$ cat config.mk
export PLATFORM = sky130hd
export DESIGN_NAME = cdclib_hs_tx
export DESIGN_NICKNAME = d
export VERILOG_FILES = /design/src/rtl/cdclib_hs_pkg.sv /design/src/rtl/cdclib_sync_srst.sv /design/src/rtl/cdclib_hs_tx.sv
export SDC_FILE = /design/constraint.sdc
export NUM_CORES = 1
export LEC_CHECK = 0
export ABC_AREA = 1
export CAP_MARGIN = 20
export CELL_PAD_IN_SITES_DETAIL_PLACEMENT = 0
export CELL_PAD_IN_SITES_GLOBAL_PLACEMENT = 1
export CORE_ASPECT_RATIO = 0.5
export CORE_MARGIN = 4
export CORE_UTILIZATION = 33
export DETAILED_ROUTE_END_ITERATION = 8
export PLACE_DENSITY_LB_ADDON = 0.1
export SKIP_CTS_REPAIR_TIMING = 1
export SLEW_MARGIN = 30
export SYNTH_ARGS = -nofsm -noshare
export SYNTH_HDL_FRONTEND = slang
export SYNTH_SLANG_ARGS = --single-unit
$ cat constraint.sdc
create_clock -name clk -period 1.3 [get_ports clk]
set_input_delay 0.39 -clock clk [delete_from_list [all_inputs] [get_ports clk]]
set_output_delay 0.39 -clock clk [all_outputs]
set_load 0.05 [all_outputs]
$ cat src/rtl/cdclib_hs_pkg.sv
// Shared types and helpers for the toggle req/ack handshake library.
// Holds the transmitter FSM encoding and watchdog counter sizing.
package cdclib_hs_pkg;

  typedef enum logic {
    IDLE = 1'b0,
    WAIT = 1'b1
  } hs_state_e;

  localparam int unsigned SYNC_STAGES_DEF = 4;

  // Smallest counter width that can represent the value TIMEOUT_CYC.
  function automatic int unsigned cnt_w_for(input int unsigned timeout_cyc);
    int unsigned w;
    w = $clog2(timeout_cyc + 1);
    return (w < 1) ? 1 : w;
  endfunction

endpackage

$ cat src/rtl/cdclib_sync_srst.sv
// N-stage single-bit synchronizer with synchronous active-high reset.
// Output is the last flop of the chain.
module cdclib_sync_srst #(
  parameter int unsigned STAGES = 4
) (
  input  logic clk,
  input  logic rst,
  input  logic d_i,
  output logic q_o
);

  logic [STAGES-1:0] sync_q;

  // NOTE: flops take <= so every stage samples the pre-edge value of its neighbour.
  always_ff @(posedge clk) begin
    if (rst) sync_q <= '0;
    else     sync_q <= {sync_q[STAGES-2:0], d_i};
  end

  assign q_o = sync_q[STAGES-1];

endmodule

$ cat src/rtl/cdclib_hs_tx.sv
// Source-domain side of a two-phase req/ack handshake: launches a held word,
// waits for the synchronized ack toggle, and flags stalled transfers.
module cdclib_hs_tx
  import cdclib_hs_pkg::*;
#(
  parameter int unsigned DWIDTH      = 8,
  parameter int unsigned SYNC_STAGES = SYNC_STAGES_DEF,
  parameter int unsigned TIMEOUT_CYC = 1024,
  parameter int unsigned CNT_W       = 16
) (
  input  logic              clk,
  input  logic              rst,
  input  logic              in_valid,
  input  logic [DWIDTH-1:0] in_data,
  output logic              in_ready,
  output logic              tx_req,
  output logic [DWIDTH-1:0] tx_data,
  input  logic              ack_async,
  output logic              busy,
  output logic              timeout_err,
  input  logic              timeout_clr
);

  localparam logic             WDOG_EN  = (TIMEOUT_CYC != 0);
  localparam logic [CNT_W-1:0] CNT_LAST = CNT_W'((TIMEOUT_CYC == 0) ? 0 : TIMEOUT_CYC - 1);

  hs_state_e         state_q, state_d;
  logic              tx_req_q, tx_req_d;
  logic [DWIDTH-1:0] tx_data_q, tx_data_d;
  logic [CNT_W-1:0]  cnt_q, cnt_d;
  logic              err_q, err_d;
  logic              ack_sync;
  logic              ready;
  logic              wdog_hit;

  cdclib_sync_srst #(.STAGES(SYNC_STAGES)) u_ack_sync (
    .clk (clk),
    .rst (rst),
    .d_i (ack_async),
    .q_o (ack_sync)
  );

  // NOTE: every variable gets a default first so no path leaves one unassigned (no latch).
  always_comb begin
    state_d   = state_q;
    tx_req_d  = tx_req_q;
    tx_data_d = tx_data_q;
    cnt_d     = cnt_q;
    err_d     = err_q;
    ready     = 1'b0;
    wdog_hit  = 1'b0;

    case (state_q)
      IDLE: begin
        // A mismatch here is a stale ack still crossing; hold off the launch.
        ready = (ack_sync == tx_req_q);
        if (in_valid && ready) begin
          tx_data_d = in_data;
          tx_req_d  = ~tx_req_q;
          cnt_d     = '0;
          state_d   = WAIT;
        end
      end
      WAIT: begin
        wdog_hit = WDOG_EN && (cnt_q == CNT_LAST);
        if (cnt_q != '1) cnt_d = cnt_q + CNT_W'(1);
        if (ack_sync == tx_req_q) state_d = IDLE;
      end
      default: state_d = IDLE;
    endcase

    // Setting outranks clearing when both land on the same edge.
    if (wdog_hit)         err_d = 1'b1;
    else if (timeout_clr) err_d = 1'b0;
  end

  always_ff @(posedge clk) begin
    if (rst) begin
      state_q   <= IDLE;
      tx_req_q  <= 1'b0;
      tx_data_q <= '0;
      cnt_q     <= '0;
      err_q     <= 1'b0;
    end else begin
      state_q   <= state_d;
      tx_req_q  <= tx_req_d;
      tx_data_q <= tx_data_d;
      cnt_q     <= cnt_d;
      err_q     <= err_d;
    end
  end

  assign in_ready    = ready;
  assign tx_req      = tx_req_q;
  assign tx_data     = tx_data_q;
  assign busy        = (state_q == WAIT);
  assign timeout_err = err_q;

endmodule
* Word-level counts from Yosys, hierarchy flattened *
Cells that the tools add are included.

storage, ports and cells
  register bits after elaboration = 31
  bits of input ports = 13
  output and inout port bits = 12

cells by class
  $add $sub $neg = 1
  equal/unequal tests = 5
  muxes and demuxes = 10
  bitwise gates (word level) = 2
  reduce and logical (&&, ||, !) cells = 4

operator list
  operator                                                                  number
  16-bit 2-to-1 mux                                                         2
  16-bit case mux with 2 select lines                                       1
  16-bit by 1-bit adder with 16-bit output (second input constant)          1
  16-bit by 10-bit equality test with 1-bit output (second input constant)  1
  16-bit inequality test (second input constant)                            1
  1-bit 2-to-1 mux                                                          6
  2-bit AND reduction                                                       2
  2-bit by 1-bit inequality test with 1-bit output (second input constant)  1
  2-bit inequality test (second input constant)                             1
  1-bit NOT                                                                 2
  1-bit case mux with 2 select lines                                        1
  2-bit nonzero test                                                        1
  1-bit equality test                                                       1
  1-bit logical AND                                                         1

* Longest topological paths before layout *
  word-level depth = 4
  gate-level depth with buffers = 10

* Modules after synthesis *
Synthesis repeated with hierarchy kept, for this count alone.

second synthesis, totals
  cells, all modules = 237
  area, all modules = 1,560.2 um^2

modules (own cells, without submodules)
  module            times used  cells an instance  area an instance (um^2)
  cdclib_hs_tx      1           225                1,450.1
  cdclib_sync_srst  1           12                 110.1

* Least setup slack after synthesis *
No wires, ideal clock.

  kind = register -> register
  start = reg tx_req_q, in the netlist tx_req
  end = reg cnt_q[7]
  library setup time = 132 ps
  arrival time = 2,168 ps
  required time = 1,168 ps
  path slack = -1,001 ps
  stages on the path, launching flop included = 7
  buffers on the path = 1
  period minus slack after synthesis = 2,301 ps
  cells stage by stage = dfxtp_1 > xor2_1 > nor2_1 > nand2_2 > buf_2 > nand3_1 > a21oi_1

on the way
  cells in the longest elaborated chain, start to end = 4

ends and longest elaborated chain
  item                             line                text
  from (decl)                      cdclib_hs_tx.sv:28  logic tx_req_q, tx_req_d;
  from (signal assigned)           cdclib_hs_tx.sv:86  tx_req_q <= tx_req_d;
  1-bit equality test              cdclib_hs_tx.sv:56  ready = (ack_sync == tx_req_q);
  1-bit logical AND                cdclib_hs_tx.sv:57  if (in_valid && ready) begin
  2-bit inequality test (no line)  n/a
  2-bit AND reduction (no line)    n/a
  to (signal assigned)             cdclib_hs_tx.sv:88  cnt_q <= cnt_d;
  to (decl)                        cdclib_hs_tx.sv:30  logic [CNT_W-1:0] cnt_q, cnt_d;

Every way passes these cells.
A chain may end at the register's enable or synchronous reset.

* Worst setup path after layout *
  start = reg cnt_q[1]
  end = reg cnt_q[1]

on the way
  cells in the longest elaborated chain, start to end = 3
  elaborated cells on any way between the ends = 6
  classes of those cells = add/sub (1); eq/ne (2); mux (2); reduce/logical (1)

ends and longest elaborated chain
  item                                                                                   line                text
  16-bit by 1-bit adder with 16-bit output or 16-bit inequality test (tied branches)     cdclib_hs_tx.sv:66  if (cnt_q != '1) cnt_d = cnt_q + CNT_W'(1);
  16-bit 2-to-1 mux or 2-bit by 1-bit inequality test with 1-bit output (tied branches)  n/a
  16-bit case mux with 2 select lines or 2-bit AND reduction (tied branches)             n/a

Parallel ways exist; a longest one is shown, timed or not. The select of a mux whose other input is x is not followed.

==> flow_metrics.py <==
metrics = {
    "timing": {
        "hold_viol_final": 0,
        "rsz0062_at_grt": "true",
        "timing.setup.tns_ns": -3.86,
        "setup_viol": 28,
        "fmax_ghz": 0.665,
        "period_share_pct": 116,
        "setup_slack_ns": -0.205,
        "skew_ns": 0.00893,
        "drv_slew": 0,
        "slew-limit-headroom_pct": 80.4,
        "min_period_ns": 1.50,
        "tightest_slew_ns": 0.292,
    },
    "critical_path": {
        "reg2reg_to": "cnt_q[1]$_SDFFE_PP0P_",
        "path_class": "flop to flop",
        "endpoint_kind": "flop",
        "cp.arrival_ns": 1.68,
        "crit_path_start_kind": "flop",
        "cp.required_ns": 1.48,
        "path_max_fanout": 5,
        "r2r_cells": 9,
        "reg2reg_slack_ns": -0.20,
        "r2r_start": "cnt_q[1]$_SDFFE_PP0P_",
    },
    "routing": {
        "ant_nets": 0,
        "remaining_drc_errors": 0,
        "wl_per_cell_um": 12.2,
        "vias_per_cell": 4.60,
        "finalWirelength_um": 4600,
        "vias": 1733,
        "first_pass_iters": 4,
        "drt_iter0_drc": 69,
    },
    "worst_hold_path": {
        "min_from": "u_ack_sync.sync_q[2]$_SDFF_PP0_",
        "min_path_type": "flop to flop",
        "hold_path_depth": 2,
        "holdPathEnd": "u_ack_sync.sync_q[3]$_SDFF_PP0_",
    },
    "synthesis": {
        "ys.flop_type": "dfxtp_1",
        "yosys.area.top_type": "dfxtp_1",
        "syn_area_mm2": 0.00157,
        "ys_ff_latch": 31,
        "syn_inst": 239,
        "syn_avg_cell_area_um2": 6.58,
        "yosys-top-cells-area": "dfxtp_1, nand2_1, nand3_1, a21oi_1, inv_1",
        "synth_edf_count": 0,
        "synth_top_area_share_pct": 39.5,
        "seq_area_frac_synth_pct": 39.5,
        "yosys_warnings": 0,
        "yosys.cell_types.count": 23,
        "synth_nets": 253,
        "async_flop_share_pct": 0,
    },
    "die": {
        "die_area_mm2": 0.00600,
        "die_h_um": 56.8,
        "rows": 17,
        "core_mm2": 0.00449,
        "design.portCount": 25,
        "die_w_um": 106,
        "initial_utilization_pct": 35.0,
    },
    "cts": {
        "clock_path_buffers": 2,
        "cts_tree": "done",
        "insertion_delay_ns": 0.29,
        "cts_sinks": 31,
        "clkSlewWorstSetupHoldPaths_ns": 0.07,
        "htreeDepth": 2,
        "cts_buffers": 5,
        "cts-root-buf": "clkbuf_8",
    },
    "cells_and_area": {
        "instances_no_fill": 377,
        "final_cell_mix": "nand2_1, buf_4, nand3_1",
        "synthToLayoutAreaGrowth_pct": 70.2,
        "finalNetCount": 324,
        "num_antenna_cells": 0,
        "drive_gt1_share_pct": 41.5,
        "fillerInstances": 433,
        "final_core_utilization_pct": 59.7,
        "final_common_cell": "nand2_1",
        "fin_area_mm2": 0.00268,
    },
    "global_routing": {
        "grt_usage_pct": 15.7,
        "grt_overflow": 0,
        "grt_pass1_wl_um": 7510,
        "grt_antenna_before_repair": 0,
        "grt_max_degree": 14,
        "grt_pass1_vias": 1645,
    },
    "place": {
        "post-dp-hpwl_um": 3360,
        "dp.cells": 359,
        "portBuffers": 24,
        "place_congestion": 0.908,
        "dpl_cell_area_mm2": 0.00230,
    },
    "run": {
        "maxCapViolCount": 0,
    },
    "pwr": {
        "ir_worst_vdd_v": 0.000688,
        "power.leakage_nw": 1.11,
        "p_per_area_mw_per_mm2": 1110,
    },
    "status": {
        "status": "finished with violations",
        "violations": "setup timing",
    },
}
## worst max-delay path by stage
| stage | from | to | slack (ns) |
|---|---|---|---|
| final | cnt_q[1]$_SDFFE_PP0P_ | cnt_q[1]$_SDFFE_PP0P_ | -0.20 |
| after global routing | cnt_q[1]$_SDFFE_PP0P_ | cnt_q[6]$_SDFFE_PP0P_ | -0.29 |
| after CTS | u_ack_sync.sync_q[3]$_SDFF_PP0_ | in_ready | -0.25 |
| after detailed placement | in_valid | tx_data[6]$_SDFFE_PP0P_ | -0.22 |
| after global placement | in_valid | cnt_q[15]$_SDFFE_PP0P_ | -0.20 |
| after floorplan | tx_req$_SDFFE_PP0P_ | cnt_q[7]$_SDFFE_PP0P_ | -0.16 |
## metrics by stage
stage	worst slack [ns]	power [mW]	hold WS (ns)
2_1_floorplan	-0.162	1.57	0.388
3_3_place_gp	-0.203	1.99	0.390
3_5_place_dp	-0.221	2.00	0.397
4_1_cts	-0.250	2.79	0.409
5_1_grt	-0.291	3.15	0.422
6_report	-0.205	2.97	0.402
## cell families (layout without fill, tap and decap cells)
family | count (synthesis) | in the layout | share of synthesized area [%]
DFF | 31 | 31 | 39.5
AOI/OAI and AO/OA | 26 | 26 | 9.47
xor gates and xnor gates | 2 | 2 | 1.11
adders and majority gates | 1 | 1 | 0.795
buffers and inverters | 35 | 107 | 8.99
and+or+nand+nor | 144 | 144 | 40.2
## cell type report
type / count / area, um2 / area share (%)
tap: 66 / 82.6 / 3.08
timing repair buffer: 72 / 764 / 28.6
multi-input combinational: 173 / 1000 / 37.3
sequential: 31 / 637 / 23.8
clock inverter: 3 / 20.0 / 0.748
clock buffer: 5 / 68.8 / 2.57
inverter: 27 / 105 / 3.93
## state kept, by name, indices dropped and copies added, names as in the netlist
register	cells
tx_req	1
u_ack_sync.sync_q	4
cnt_q	16
busy	1
tx_data	8
timeout_err	1
## worst max-delay path: stages, from the launching register on
cell	delay (ns)
dfxtp_2	0.37
ha_4	0.16
nand2_4	0.06
nor2_4	0.13
nand2_2	0.08
o21ai_4	0.27
buf_6	0.16
nand3b_1	0.07
nand2_1	0.06
nor2_1	0.04
## layer usage
layer	track usage, %	vias to the layer above	routed length, um
li1	-	903	-
met1	22.0	787	2260
met2	21.8	34	1990
met3	6.08	9	282
met4	4.98	0	73
met5	0	-	0
## report_power, final
part	leakage [nW]	internal, mW	switching (mW)
sequential	0.257	1.03	0.0810
combinational	0.809	0.529	0.551
clock	0.0402	0.372	0.414
total	1.11	1.93	1.05
## Yosys cell counts, types with 2 or more instances
cell type	number
a21oi_1	22
buf_2	2
clkbuf_1	5
dfxtp_1	31
inv_1	27
nand2_1	68
nand2_2	3
nand3_1	34
nand3b_1	2
nand4_1	4
nor2_1	25
o21bai_1	2
or2_2	3
xor2_1	2
No activity file was read; power rests on OpenSTA's default activity.
